===== config.mk =====
export PLATFORM = sky130hd
export DESIGN_NAME = irq_sched_riscv
export DESIGN_NICKNAME = d
export VERILOG_FILES = /design/src/rtl/irq_sched_riscv_pkg.sv /design/src/rtl/irq_sched_riscv_rr_arbiter.sv /design/src/rtl/irq_sched_riscv.sv
export SDC_FILE = /design/constraint.sdc
export NUM_CORES = 1
export LEC_CHECK = 0
export ABC_CLOCK_PERIOD_IN_PS = 3320
export CORE_ASPECT_RATIO = 1.2
export CORE_UTILIZATION = 38
export DETAILED_ROUTE_END_ITERATION = 16
export PLACE_DENSITY = 0.88
export SETUP_SLACK_MARGIN = 0.1
export SLEW_MARGIN = 5
export SYNTH_ARGS = -nofsm -noshare
export SYNTH_HDL_FRONTEND = slang
export SYNTH_HIERARCHICAL = 1
export SYNTH_SLANG_ARGS = --single-unit

===== constraint.sdc =====
create_clock -name clk_i -period 3.32 [get_ports clk_i]
set_input_delay 0.498 -clock clk_i [delete_from_list [all_inputs] [get_ports clk_i]]
set_output_delay 0.498 -clock clk_i [all_outputs]
set_load 0.1 [all_outputs]

===== src/rtl/irq_sched_riscv_pkg.sv =====
// irq_pkg: shared types, limits and mcause packing for the interrupt scheduler
package irq_pkg;
  typedef enum logic [1:0] {IDLE, SIGNAL, ACTIVE, FIN} irq_state_t;
  localparam int IRQ_MAX = 32;
  localparam int CAUSE_W = 5;
  function automatic logic [31:0] pack_mcause(input logic [CAUSE_W-1:0] id);
    return {27'h0, id};
  endfunction
endpackage


===== src/rtl/irq_sched_riscv_rr_arbiter.sv =====
// rr_arbiter: combinational rotating find-first starting at ptr, wrapping at N-1
module rr_arbiter #(
  parameter int N = 16,
  parameter int W = $clog2(N)
) (
  input  logic [N-1:0] elig_i,
  input  logic [W-1:0] ptr_i,
  output logic         found_o,
  output logic [W-1:0] id_o
);
  logic [N-1:0] rot;
  logic [W-1:0] off;
  logic [W:0]   sum;
  // rotate so ptr lands on bit 0, take the lowest set bit, then rotate the index back
  always_comb begin
    rot = N'({elig_i, elig_i} >> ptr_i);
    off = '0;
    for (int i = N - 1; i >= 0; i--) off = rot[i] ? W'(i) : off;
    sum = {1'b0, ptr_i} + {1'b0, off};
    found_o = |elig_i;
    id_o = (sum >= (W+1)'(N)) ? W'(sum - (W+1)'(N)) : sum[W-1:0];
  end
endmodule


===== src/rtl/irq_sched_riscv.sv =====
// irq_sched_riscv: rotating-priority interrupt scheduler with grant/ack/mret/finish handshake
module irq_sched_riscv
  import irq_pkg::*;
#(
  parameter int N_IRQ = 16
) (
  input  logic               clk_i,
  input  logic               rst_n_i,
  input  logic [IRQ_MAX-1:0] mie_i,
  input  logic               mstatus_mie_i,
  input  logic [N_IRQ-1:0]   int_req_i,
  input  logic               int_ack_i,
  input  logic               int_rst_i,
  output logic               int_o,
  output logic [31:0]        mcause_o,
  output logic [N_IRQ-1:0]   int_fin_o,
  output logic               busy_o
);
  localparam int PW = $clog2(N_IRQ);
  irq_state_t    state_q, state_d;
  logic [PW-1:0] ptr_q, ptr_d, id_q, id_d, arb_id;
  logic [31:0]   mcause_q, mcause_d;
  logic [N_IRQ-1:0] elig;
  logic          arb_found;
  logic          unused_mie;
  assign unused_mie = ^mie_i;
  assign elig = mstatus_mie_i ? (int_req_i & mie_i[N_IRQ-1:0]) : '0;
  rr_arbiter #(.N(N_IRQ), .W(PW)) u_arb (
    .elig_i (elig),
    .ptr_i  (ptr_q),
    .found_o(arb_found),
    .id_o   (arb_id)
  );
  // state, pointer, latched id and mcause registers
  always_ff @(posedge clk_i or negedge rst_n_i) begin
    if (!rst_n_i) begin
      state_q  <= IDLE;
      ptr_q    <= '0;
      id_q     <= '0;
      mcause_q <= '0;
    end else begin
      state_q  <= state_d;
      ptr_q    <= ptr_d;
      id_q     <= id_d;
      mcause_q <= mcause_d;
    end
  end
  // next state plus grant latch in IDLE and pointer advance in FIN
  always_comb begin
    state_d  = state_q;
    ptr_d    = ptr_q;
    id_d     = id_q;
    mcause_d = mcause_q;
    case (state_q)
      IDLE: if (arb_found) begin
        state_d  = SIGNAL;
        id_d     = arb_id;
        mcause_d = pack_mcause(CAUSE_W'(arb_id));
      end
      SIGNAL: state_d = int_ack_i ? ACTIVE : SIGNAL;
      ACTIVE: state_d = int_rst_i ? FIN : ACTIVE;
      default: begin
        state_d = IDLE;
        ptr_d   = (id_q == PW'(N_IRQ - 1)) ? '0 : id_q + 1'b1;
      end
    endcase
  end
  // outputs decoded from registered state only
  always_comb begin
    int_o     = state_q == SIGNAL;
    busy_o    = state_q != IDLE;
    int_fin_o = (state_q == FIN) ? (N_IRQ'(1) << id_q) : '0;
    mcause_o  = mcause_q;
  end
endmodule


After elaboration in Yosys (flattened, before gate mapping)

Cells that the tools add are included.

Register bits: 10
Output and inout bits: 50

Add/subtract/negate cells: 3
Magnitude comparators: 1
Eq/ne operators: 5
Shift-type cells: 2
Multiplexer cells: 24
Bitwise logic cells: 1
Reductions and logical operators: 5

Operators with widths:

| kind                   | number |
|---|---|
| $mux W4                | 18 |
| $mux W16               | 2 |
| $shr A32 B4 Y16        | 1 |
| $and A16 B16 Y16       | 1 |
| $reduce_or A16 Y1      | 1 |
| $shl A1 B4 Y16 const A | 1 |
| $pmux W2 S3            | 1 |
| $add A4 B4 Y5          | 1 |
| $ge A5 B5 Y1 const B   | 1 |
| $add A4 B1 Y4 const B  | 1 |
| $eq A2 B2 Y1 const B   | 2 |
| $eq A4 B4 Y1 const B   | 1 |
| $mux W2                | 2 |
| $sub A4 B1 Y4 const B  | 1 |
| $reduce_or A3 Y1       | 1 |
| $eq A2 B1 Y1 const B   | 1 |
| $logic_not A2 Y1       | 1 |
| $ne A2 B2 Y1 const B   | 1 |
| $reduce_and A2 Y1      | 1 |
| $reduce_bool A2 Y1     | 1 |
| $mux W1                | 1 |

Longest topological paths before layout

Gate-level depths: netlist of the first run.

Word-level depth: 22
Mapped depth: 14
Mapped depth without buffers: 13

Cells and area by module

The synthesis of the first run kept the hierarchy.

By module, submodules not included:

| module          | times used | cells an instance | area an instance (sq um) | seq. area each (sq um) |
|---|---|---|---|---|
| rr_arbiter      | 1          | 99                | 1181.1                   | 0.0 |
| irq_sched_riscv | 1          | 115               | 1002.2                   | 250.2 |

Worst setup path before layout of the first run

OpenSTA, ideal clock, no wires.

Kind: input to register
Start: in mstatus_mie_i
End: reg id_q[3]
Library setup time: 0.127 ns
Arrival time: 3.606 ns
Data required time: 3.193 ns
Path slack: -0.413 ns
Stages on the path: 14
Buffers on the path: 1
Cell sequence: clkbuf_1 -> and3_1 -> mux4_1 -> mux4_2 -> or2_4 -> nor2_1 -> o21ai_1 -> a31oi_1 -> ha_1 -> a21o_1 -> a21oi_1 -> xnor2_1 -> xnor2_1 -> mux2_4

Word-level cells in the longest chain between the ends: 21
Elaborated cells between the ends (all ways): 24
Those cells by class: add/sub: 2; order compare: 1; shift: 1; mux: 18; reduce/logical: 2

RTL lines:

| item                                                 | RTL line                         | text |
|---|---|---|
| from (decl)                                          | irq_sched_riscv.sv:10            | `input logic mstatus_mie_i,` |
| $mux W16 (*)                                         | irq_sched_riscv.sv:27            | `assign elig = mstatus_mie_i ? (int_req_i & mie_i[N_IRQ-1:0]) : '0;` |
| net elig[7]                                          | irq_sched_riscv.sv:23            | `logic [N_IRQ-1:0] elig;` |
| $shr A32 B4 Y16 (*)                                  | irq_sched_riscv_rr_arbiter.sv:16 | `rot = N'({elig_i, elig_i} >> ptr_i);` |
| $mux W4 (15 in a row)                                | irq_sched_riscv_rr_arbiter.sv:18 | `for (int i = N - 1; i >= 0; i--) off = rot[i] ? W'(i) : off;` |
| $mux W4 (*)                                          | irq_sched_riscv_rr_arbiter.sv:18 |  |
| $add A4 B4 Y5 (*)                                    | irq_sched_riscv_rr_arbiter.sv:19 | `sum = {1'b0, ptr_i} + {1'b0, off};` |
| $sub A4 B1 Y4 / $ge A5 B5 Y1 (equally long branches) | irq_sched_riscv_rr_arbiter.sv:21 | `id_o = (sum >= (W+1)'(N)) ? W'(sum - (W+1)'(N)) : sum[W-1:0];` |
| $mux W4 (*)                                          | irq_sched_riscv_rr_arbiter.sv:21 |  |
| net arb_id[3]                                        | irq_sched_riscv.sv:21            | `logic [PW-1:0] ptr_q, ptr_d, id_q, id_d, arb_id;` |
| to (signal assigned)                                 | irq_sched_riscv.sv:44            | `id_q <= id_d;` |
| to (decl)                                            | irq_sched_riscv.sv:21            |  |

Mark *: on every way through the listed nets, which the timed path passes. The rest lies on a longest branch.
A chain may end at the register's enable or synchronous reset.

Worst setup path in the final report of the first run

Same ends and word-level chain as after synthesis.

==> results of run 1 <==
sequential cells by signal, summed over array words and instances, names as in the netlist:
name	count
id_q	4
ptr_q	4
state_q	2
cells in the final DEF (no fill, tap or decap), types with 2 or more instances in the layout:
cell type                         instances
sky130_fd_sc_hd__and3_4                  16
sky130_fd_sc_hd__mux2i_2                  2
sky130_fd_sc_hd__conb_1                  28
sky130_fd_sc_hd__o31ai_1                  2
sky130_fd_sc_hd__mux2_2                   7
sky130_fd_sc_hd__ha_1                     6
sky130_fd_sc_hd__clkdlybuf4s50_1          3
sky130_fd_sc_hd__mux2i_4                  3
sky130_fd_sc_hd__buf_4                   58
sky130_fd_sc_hd__nor2_1                   3
sky130_fd_sc_hd__dfrtp_1                  9
sky130_fd_sc_hd__or2_4                    3
sky130_fd_sc_hd__clkdlybuf4s15_1         29
sky130_fd_sc_hd__and2_1                   8
sky130_fd_sc_hd__nor3b_2                  2
sky130_fd_sc_hd__and3_1                  12
sky130_fd_sc_hd__mux4_2                  23
sky130_fd_sc_hd__ha_4                     2
sky130_fd_sc_hd__o21ai_0                  2
sky130_fd_sc_hd__clkbuf_8                 4
sky130_fd_sc_hd__mux2_4                   7
sky130_fd_sc_hd__nand2_1                 13
sky130_fd_sc_hd__mux2i_1                  7
sky130_fd_sc_hd__nand3_1                  2
sky130_fd_sc_hd__nor4_1                   4
sky130_fd_sc_hd__dlygate4sd2_1            3
sky130_fd_sc_hd__nor2_4                   2
sky130_fd_sc_hd__buf_8                    2
sky130_fd_sc_hd__inv_1                    6
sky130_fd_sc_hd__buf_6                    3
sky130_fd_sc_hd__or2_1                    2
power by group:
part,switching (uW),internal (uW)
clock network,54.2,105
logic,1640,1410
registers,118,189
final timing paths:
| kind | slack (ps) | cells after the start | startpoint | to |
|---|---|---|---|---|
| max reg2reg | -150 | 13 | ptr_q[1]$_DFFE_PN0N_ | id_q[3]$_DFFE_PN0P_ |
| min | 580 | 1 | rst_n_i | id_q[0]$_DFFE_PN0P_ |
| max | -180 | 14 | mstatus_mie_i | id_q[3]$_DFFE_PN0P_ |
| min in group clk_i | 640 | 1 | state_q[1]$_DFFE_PN0P_ | state_q[1]$_DFFE_PN0P_ |
| max in group asynchronous | 2390 | 1 | rst_n_i | ptr_q[1]$_DFFE_PN0N_ |
| min reg2reg | 640 | 1 | state_q[1]$_DFFE_PN0P_ | state_q[1]$_DFFE_PN0P_ |
cell usage after synthesis (6+ instances only):
library cell / count / area, um^2
sky130_fd_sc_hd__nand2_1: 13 / 48.8
sky130_fd_sc_hd__mux4_1: 10 / 263
sky130_fd_sc_hd__mux2_2: 6 / 67.6
sky130_fd_sc_hd__inv_1: 7 / 26.3
sky130_fd_sc_hd__ha_1: 9 / 113
sky130_fd_sc_hd__mux2i_1: 12 / 120
sky130_fd_sc_hd__buf_4: 28 / 210
sky130_fd_sc_hd__clkbuf_1: 6 / 22.5
sky130_fd_sc_hd__and2_1: 8 / 50.1
sky130_fd_sc_hd__nor2_1: 6 / 22.5
sky130_fd_sc_hd__mux4_2: 14 / 315
sky130_fd_sc_hd__dfrtp_1: 10 / 250
sky130_fd_sc_hd__and3_1: 28 / 175
through the flow:
step / total power [uW] / std cells / hold slack [ps]
after global placement: 2760 / 349 / 590
after global routing: 3700 / 369 / 634
final: 3510 / 369 / 578
after detailed placement: 2850 / 349 / 633
after CTS: 3170 / 363 / 599
after floorplan: 2260 / 241 / 202
what timing repair did:
action | CTS | global route
setup buffers | 9 | 5
cloned | 1 | 1
endpoints found under the setup margin | 4 | 3
pin swaps | 10 | 16
gates resized for setup | 87 | 29
final cells by class:
class / instances / share of cell area, %
multi-input cells: 185 / 60.1
repair buffers: 100 / 27.2
flip-flops and latches: 10 / 7.68
well taps: 62 / 2.37
clock buffers: 4 / 1.68
inverters: 8 / 0.917
worst max-delay path: stages:
cell and delay [ps]:
sky130_fd_sc_hd__buf_8 100, sky130_fd_sc_hd__buf_8 120, sky130_fd_sc_hd__and3_4 160, sky130_fd_sc_hd__mux4_2 540, sky130_fd_sc_hd__mux4_2 510, sky130_fd_sc_hd__or2_4 280
sky130_fd_sc_hd__nand2b_4 150, sky130_fd_sc_hd__a31oi_4 210, sky130_fd_sc_hd__ha_4 220, sky130_fd_sc_hd__a21o_1 180, sky130_fd_sc_hd__a21oi_4 160, sky130_fd_sc_hd__xnor2_2 130
sky130_fd_sc_hd__xnor2_1 90, sky130_fd_sc_hd__mux2_4 260
cells by family after synthesis:
group                      after synthesis  synth area share [%]
and+or+nand+nor                         77                  21.1
other                                    1                 0.172
adders and majority gates               10                  6.07
DFF                                     10                  11.5
buffers and inverters                   46                  14.2
xor gates and xnor gates                 3                  1.20
AOI/OAI and AO/OA                       17                  5.85
muxes                                   50                  39.9
layer usage:
metal / part of all wire (%) / routed length, um / vias to the layer above
li1: - / - / 936
met1: 37 / 2400 / 997
met2: 57 / 3670 / 73
met3: 3.6 / 235 / 17
met4: 2.5 / 160 / 0
met5: 0 / 0 / -
==> run summary, run 1 <==
## Outcome
- finished with violations — outcome
- design-rule violations, negative setup slack — failing checks

## Placement
- 0.00288 mm^2 — dpl cell area
- -842 ps — worst slack at placement
- 0.961 — Final Wtd Congestion
- 4530 um — half-perimeter wire length of the detailed placement result
- 58 — count of input and output buffers

## Logic synthesis
- 10.2 um^2 — Post-Synthesis Mean Instance Area
- 100% — asr flop ratio synth
- 0.00218 mm^2 — combined area of all synthesized cells
- sky130_fd_sc_hd__dfrtp_1 — dominant synthesized flop cell
- 214 — Post-Syn Instances
- 11.5% — post-synthesis sequential area ratio
- 10 — total of flip-flops plus latches after synthesis
- 6 — number of warning messages in the yosys log
- 0 — number of synthesized flops with an enable pin
- 49 — number of distinct library cells after synthesis

## Final layout
- 60.6% — final core occ
- 371 — # nets final
- 251 um^2 — flip-flop and latch area
- 0.00197 mm^2 — area taken by multi-input logic gates
- 0 — antenna diode count
- 0.00327 mm^2 — final design area excluding fillers
- 50.5% — share of post-route cells with drive strength above 1
- 50.0% — signed area change from the synthesized netlist to the final layout
- 408 — fillers

## STA
- 105% — post-route fraction of the period consumed by the critical path
- 3 — final setup violation count
- yes — unrepaired setup endpoints after global routing
- 0 — hold violation total from the final report
- -290 ps — sum of negative setup slack
- 0.286 GHz — highest achievable clock rate
- 0 — final slew viol count
- 3500 ps — crit path time final
- -175 ps — slack of the critical path
- 2.05 ps — Worst Clk Skew

## Global route
- 17 — maximum number of pins on one net before global-route repair
- 20.1% — GRT Util Overall
- 2.26% — GR met3 Demand/Resource
- 37.7% — grt met2 use
- 0 — global route overflow
- 0 — number of antenna violations at the first check in global routing
- 23.0% — routing usage on met1
- 9670 um — global-route wire length before repair
- met2 — gr busiest metal
- 2,050 — via count of the first global-routing pass

## CTS
- built — CTS tree
- 0 — number of buffers inserted for hold repair after clock tree synthesis
- 10 — clock sinks
- 1 — H-tree lvl count
- 50 ps — clock-pin slew on the worst setup and hold paths
- sky130_fd_sc_hd__clkbuf_8 — clock root cell
- 2 — maximum clock path buffer count
- 3 — CTS buffer count
- 240 ps — Worst-Skew Late Latency

## Die
- 40.4% — Starting Density
- 103 — I/O Pins
- 0.00541 mm^2 — area of the placeable core
- 85.0 um — floorplan die height
- 29 — floorplan row count
- 71.2 um — Die Span X
- 0.00605 mm^2 — die area

## Pwr
- 1070 mW/mm^2 — power density cells
- 0.00152 uW — Leak
- 0.496 mV — peak supply drop

## Drt
- 10 — detailed-router iteration count before antenna repair
- 1 — final routed DRC violation total
- 2,023 — Via Count
- 126 — DRC marker count from the first detailed-route iteration
- 0 — DRT antenna net count
- 6460 um — Post-Route WL
- 17.5 um — Wirelength per Cell
- 5.48 — Vias per Instance

## Worst hold path
- input port to asynchronous set/reset pin — type of the tightest min-delay check

## Critical path
- input port to flop — classification of the worst setup path
- 8 — maximum fanout encountered on the critical timing path
- flop — CP endpoint kind
- 3450 ps — critical path data required time
- input port — critical path startpoint category
- 3630 ps — worst endpoint data arrival time

## Flow run
- 0 — Max-Cap Viols

Note: power is estimated with default switching activity, not from simulation.
==> inputs of run 2 (changes only) <==
--- a/config.mk
+++ b/config.mk
@@ -10,6 +10,7 @@
 export CORE_UTILIZATION = 38
 export DETAILED_ROUTE_END_ITERATION = 16
 export PLACE_DENSITY = 0.88
+export RECOVER_POWER = 50
 export SETUP_SLACK_MARGIN = 0.1
 export SLEW_MARGIN = 5
 export SYNTH_ARGS = -nofsm -noshare
==> run summary, run 2 (synthesis gave the netlist of run 1 again) <==
## Outcome
- finished with violations — outcome
- design-rule violations, negative setup slack — failing checks

## Global route
- 0 — global route overflow
- 9670 um — global-route wire length before repair
- 0 — number of antenna violations at the first check in global routing
- 20.1% — GRT Util Overall
- 17 — maximum number of pins on one net before global-route repair
- 2,050 — via count of the first global-routing pass

## STA
- yes — unrepaired setup endpoints after global routing
- 1160 ps — transition time at the pin with the least slew margin
- 3 — final setup violation count
- 3490 ps — crit path time final
- 0 — final slew viol count
- 105% — post-route fraction of the period consumed by the critical path
- 2.97 ps — Worst Clk Skew
- -172 ps — slack of the critical path
- 0.286 GHz — highest achievable clock rate
- 23.0% — relative slew slack
- 0 — hold violation total from the final report

## Die
- 29 — floorplan row count
- 71.2 um — Die Span X
- 0.00541 mm^2 — area of the placeable core
- 0.00605 mm^2 — die area
- 103 — I/O Pins
- 40.4% — Starting Density
- 85.0 um — floorplan die height

## Critical path
- -150 ps — register-to-register setup slack
- 520 ps — stage delay of the slowest cell on the critical path
- 3620 ps — worst endpoint data arrival time
- id_q[3]$_DFFE_PN0P_ — Setup crit end
- sky130_fd_sc_hd__mux4_2 — slowest CP cell
- ptr_q[1]$_DFFE_PN0N_ — reg-to-reg startpoint
- 8 — maximum fanout encountered on the critical timing path
- input port to flop — classification of the worst setup path
- input port — critical path startpoint category
- mstatus_mie_i — Setup crit start
- 13 — length in cells of the worst reg-to-reg path
- flop — CP endpoint kind
- 3450 ps — critical path data required time
- sky130_fd_sc_hd__buf_8 — critical path's most frequent cell
- buf_8 > buf_8 > and3_4 > mux4_2 > mux2_2 > mux2i_2 > nand2_1 > buf_4 > nor3b_2 > o31a_1 > ha_4 > a21oi_4 > xnor2_2 > xnor2_1 > mux2_4 — chain of cells forming the critical path
- id_q[3]$_DFFE_PN0P_ — capture instance of the worst register-to-register path

## Placement
- 0.961 — Final Wtd Congestion
- 0.00288 mm^2 — dpl cell area
- 4530 um — half-perimeter wire length of the detailed placement result
- -842 ps — worst slack at placement
- 58 — count of input and output buffers

## Drt
- 0 — DRT antenna net count
- 17.4 um — Wirelength per Cell
- 11 — detailed-router iteration count before antenna repair
- 6430 um — Post-Route WL
- 101 — DRC marker count from the first detailed-route iteration
- 2,024 — Via Count
- 1 — final routed DRC violation total
- 5.49 — Vias per Instance

## Final layout
- sky130_fd_sc_hd__buf_4 — most common cell after layout, fill and taps aside
- 371 — # nets final
- id_q (4), ptr_q (4), state_q (2) — Regs by FF count
- 0 — antenna diode count
- 49.3% — signed area change from the synthesized netlist to the final layout
- 0.00326 mm^2 — final design area excluding fillers
- sky130_fd_sc_hd__buf_4, sky130_fd_sc_hd__clkdlybuf4s15_1, sky130_fd_sc_hd__conb_1 — top library cells by usage in the layout, fill and taps aside
- 49.2% — share of post-route cells with drive strength above 1
- 414 — fillers

## Pwr
- 51.8% — Switching Fraction
- 0.00150 uW — Leak
- 1810 uW — Net Sw Power
- 86.7% — logic gate share of total power
- 0.489 mV — peak supply drop
- 3490 uW — total power
- 4.5% — power share of the clock group
- 8.7% — fraction of power consumed by sequential logic
- 1680 uW — Power Internal
- 1070 mW/mm^2 — power density cells

## Flow run
- 0 — Max-Cap Viols

## CTS
- 50 ps — clock-pin slew on the worst setup and hold paths
- 2 — maximum clock path buffer count
- sky130_fd_sc_hd__clkbuf_8 — clock root cell
- 1 — H-tree lvl count
- 240 ps — Worst-Skew Late Latency
- built — CTS tree
- 10 — clock sinks
- 3 — CTS buffer count

## Worst hold path
- flop to flop — type of the tightest min-delay check

run 2: per-layer routing:
metal	GRT usage [%]	routed length, um	vias to the layer above
li1	-	-	935
met1	23.0	2350	997
met2	37.7	3680	73
met3	2.26	227	19
met4	7.64	174	0
met5	0	0	-
run 2: worst max-delay path: cells and delay by family:
kind / cells / cell delay [ps]
AOI/OAI and AO/OA: 2 / 380
muxes: 4 / 1380
adders and majority gates: 1 / 250
xor gates and xnor gates: 2 / 220
buffers and inverters: 3 / 390
and+or+nand+nor: 3 / 510
run 2: power by group through the flow:
stage	Clock, uW	Combinational [uW]	Sequential (uW)
floorplan	0	1830	434
global route	168	3190	321
finish	158	3020	304
CTS	159	2710	296
detailed placement	0	2550	298
global placement	0	2470	290
run 2: how the worst min path moves through the flow:
| stage | end | slack (ps) | cells past startpoint | from |
|---|---|---|---|---|
| 6_report | state_q[1]$_DFFE_PN0P_ | 640 | 1 | state_q[1]$_DFFE_PN0P_ |
| 5_1_grt | state_q[1]$_DFFE_PN0P_ | 690 | 1 | state_q[1]$_DFFE_PN0P_ |
| 4_1_cts | ptr_q[3]$_DFFE_PN0N_ | 600 | 1 | rst_n_i |
| 3_5_place_dp | state_q[1]$_DFFE_PN0P_ | 630 | 1 | state_q[1]$_DFFE_PN0P_ |
| 3_3_place_gp | state_q[1]$_DFFE_PN0P_ | 590 | 1 | state_q[1]$_DFFE_PN0P_ |
| 2_1_floorplan | id_q[0]$_DFFE_PN0P_ | 200 | 0 | rst_n_i |
run 2: cell type report:
type	instances	area, um^2	area share, %
tap	62	77.6	2.38
clock buffer	4	55.1	1.69
sequential	10	251	7.72
timing repair buffer	100	876	26.9
inverter	8	30.0	0.921
multi-input combinational	185	1970	60.4
run 2: stage by stage:
stage	instances	util (%)	TNS [ps]	hold WS, ps
2_1_floorplan	241	-	-246	202
3_3_place_gp	349	53.2	-2470	590
3_5_place_dp	349	53.2	-2660	633
4_1_cts	363	57.1	-273	599
5_1_grt	369	60.3	-514	689
6_report	369	60.3	-282	635
run 2: what timing repair did:
action	4_1_cts	5_1_grt
buffers inserted	9	5
setup endpoints to repair	4	3
pin swaps	10	16
resized for setup	87	29
gates cloned	1	1
hold buffers	0	0
==> inputs of run 3 (changes only) <==
--- a/config.mk
+++ b/config.mk
@@ -9,6 +9,7 @@
 export CORE_ASPECT_RATIO = 1.2
 export CORE_UTILIZATION = 38
 export DETAILED_ROUTE_END_ITERATION = 16
+export GPL_TIMING_DRIVEN = 1
 export PLACE_DENSITY = 0.88
 export RECOVER_POWER = 50
 export SETUP_SLACK_MARGIN = 0.1
==> constraint.sdc (replaced) <==
create_clock -name clk_i -period 3.32 [get_ports clk_i]
set_input_delay 0.498 -clock clk_i [delete_from_list [all_inputs] [get_ports clk_i]]
set_output_delay 0.498 -clock clk_i [all_outputs]
set_load 0.005 [all_outputs]
==> run summary, run 3 (synthesis gave the netlist of run 1 again) <==
## Outcome
- finished with violations — outcome
- design-rule violations, negative setup slack — failing checks

## STA
- 3550 ps — crit path time final
- 0 — final slew viol count
- 0.281 GHz — highest achievable clock rate
- 66.8% — relative slew slack
- 107% — post-route fraction of the period consumed by the critical path
- 0 — hold violation total from the final report
- -235 ps — slack of the critical path
- 1.24 ps — Worst Clk Skew
- 607 ps — Hold WS
- yes — unrepaired setup endpoints after global routing
- 3 — final setup violation count
- 497 ps — transition time at the pin with the least slew margin

## Placement
- 58 — count of input and output buffers
- 0.00297 mm^2 — dpl cell area
- -815 ps — worst slack at placement
- 4520 um — half-perimeter wire length of the detailed placement result
- 0.875 — Final Wtd Congestion

## Final layout
- id_q (4), ptr_q (4), state_q (2) — Regs by FF count
- sky130_fd_sc_hd__buf_4 — most common cell after layout, fill and taps aside
- 371 — # nets final
- 44.7% — signed area change from the synthesized netlist to the final layout
- sky130_fd_sc_hd__buf_4, sky130_fd_sc_hd__dlygate4sd2_1, sky130_fd_sc_hd__conb_1 — top library cells by usage in the layout, fill and taps aside
- 445 — fillers
- 250 um^2 — flip-flop and latch area
- 0.00188 mm^2 — area taken by multi-input logic gates
- 0 — antenna diode count
- 0.00316 mm^2 — final design area excluding fillers
- 39.9% — share of post-route cells with drive strength above 1

## CTS
- built — CTS tree
- 3 — CTS buffer count
- 0 — number of buffers inserted for hold repair after clock tree synthesis
- 50 ps — clock-pin slew on the worst setup and hold paths
- 1 — H-tree lvl count
- 10 — clock sinks
- sky130_fd_sc_hd__clkbuf_8 — clock root cell
- 240 ps — Worst-Skew Late Latency
- 2 — maximum clock path buffer count

## Die
- 0.00541 mm^2 — area of the placeable core
- 0.00605 mm^2 — die area
- 29 — floorplan row count
- 40.4% — Starting Density
- 85.0 um — floorplan die height
- 71.2 um — Die Span X
- 103 — I/O Pins

## Pwr
- 0.00147 uW — Leak
- 852 mW/mm^2 — power density cells
- 0.343 mV — peak supply drop

## Critical path
- sky130_fd_sc_hd__mux4_2 — slowest CP cell
- 540 ps — stage delay of the slowest cell on the critical path
- flop — CP endpoint kind
- 3680 ps — worst endpoint data arrival time
- -190 ps — register-to-register setup slack
- buf_6 > buf_6 > and3_4 > mux4_2 > mux4_2 > or2_4 > nand2b_4 > a31oi_4 > ha_4 > a21o_1 > a21oi_2 > xnor2_2 > xnor2_1 > mux2_4 — chain of cells forming the critical path
- input port to flop — classification of the worst setup path
- 3440 ps — critical path data required time
- input port — critical path startpoint category
- 8 — maximum fanout encountered on the critical timing path
- multiplexers — cell family with most CP delay
- 2 — buffering stage count on the worst path with inverters included

## Global route
- 17 — maximum number of pins on one net before global-route repair
- 2,060 — via count of the first global-routing pass
- 9110 um — global-route wire length before repair
- 18.8% — GRT Util Overall
- 2.38% — GR met3 Demand/Resource
- met2 — gr busiest metal
- 36.7% — grt met2 use
- 0 — number of antenna violations at the first check in global routing
- 0 — global route overflow
- 20.2% — routing usage on met1

## Drt
- 15.4 um — Wirelength per Cell
- 1 — final routed DRC violation total
- 2,020 — Via Count
- 113 — DRC marker count from the first detailed-route iteration
- 10 — detailed-router iteration count before antenna repair
- 5.49 — Vias per Instance
- 0 — DRT antenna net count
- 5660 um — Post-Route WL

## Flow run
- 0 — Max-Cap Viols

## Worst hold path
- flop to flop — type of the tightest min-delay check

-- run 3: routing by layer --
layer	vias to the layer above	wire, um
met4	0	89
met3	10	299
li1	936	-
met2	97	3170
met1	977	2100
met5	-	0
-- run 3: worst paths after layout --
kind / from / end / depth (start not counted)
min in group asynchronous: rst_n_i / id_q[3]$_DFFE_PN0P_ / 1
worst max register to register: ptr_q[1]$_DFFE_PN0N_ / id_q[3]$_DFFE_PN0P_ / 12
max in group asynchronous: rst_n_i / ptr_q[1]$_DFFE_PN0N_ / 1
worst min register to register: state_q[1]$_DFFE_PN0P_ / state_q[1]$_DFFE_PN0P_ / 1
worst min-delay path: state_q[1]$_DFFE_PN0P_ / state_q[1]$_DFFE_PN0P_ / 1
worst max-delay path: mstatus_mie_i / id_q[3]$_DFFE_PN0P_ / 14
-- run 3: through the flow --
| stage | instances | power (uW) | utilization [%] | setup TNS [ps] |
|---|---|---|---|---|
| 2_1_floorplan | 241 | 1740 | - | -243 |
| 3_3_place_gp | 354 | 2270 | 54.9 | -2460 |
| 3_5_place_dp | 354 | 2360 | 54.9 | -2740 |
| 4_1_cts | 367 | 2590 | 57.5 | -411 |
| 5_1_grt | 368 | 2900 | 58.4 | -666 |
| 6_report | 368 | 2690 | 58.4 | -438 |
-- run 3: worst reg2reg max path, cell delays in order (launching register included) --
cell                       delay, ps
sky130_fd_sc_hd__dfrtp_1         390
sky130_fd_sc_hd__buf_12          180
sky130_fd_sc_hd__mux4_2          590
sky130_fd_sc_hd__mux4_2          500
sky130_fd_sc_hd__or2_4           290
sky130_fd_sc_hd__nand2b_4        150
sky130_fd_sc_hd__a31oi_4         220
sky130_fd_sc_hd__ha_4            230
sky130_fd_sc_hd__a21o_1          170
sky130_fd_sc_hd__a21oi_2         190
sky130_fd_sc_hd__xnor2_2         140
sky130_fd_sc_hd__xnor2_1          80
sky130_fd_sc_hd__mux2_4          260
-- run 3: repair_timing --
item	CTS	global route
pin swaps	28	13
endpoints found under the setup margin	4	3
gates cloned	1	0
buffers inserted	9	1
gates resized for setup	59	12
-- run 3: cell type report --
| type | count | area share (%) |
|---|---|---|
| inverters | 8 | 0.950 |
| multi-input cells | 185 | 59.5 |
| repair buffers | 100 | 27.9 |
| well taps | 62 | 2.46 |
| clock buffers | 3 | 1.31 |
| flip-flops and latches | 10 | 7.92 |
-- run 3: where the power goes --
group	internal (uW)	switching (uW)	total, uW
sequential	188	106	293
combinational	1270	998	2270
clock	79.4	47.2	127
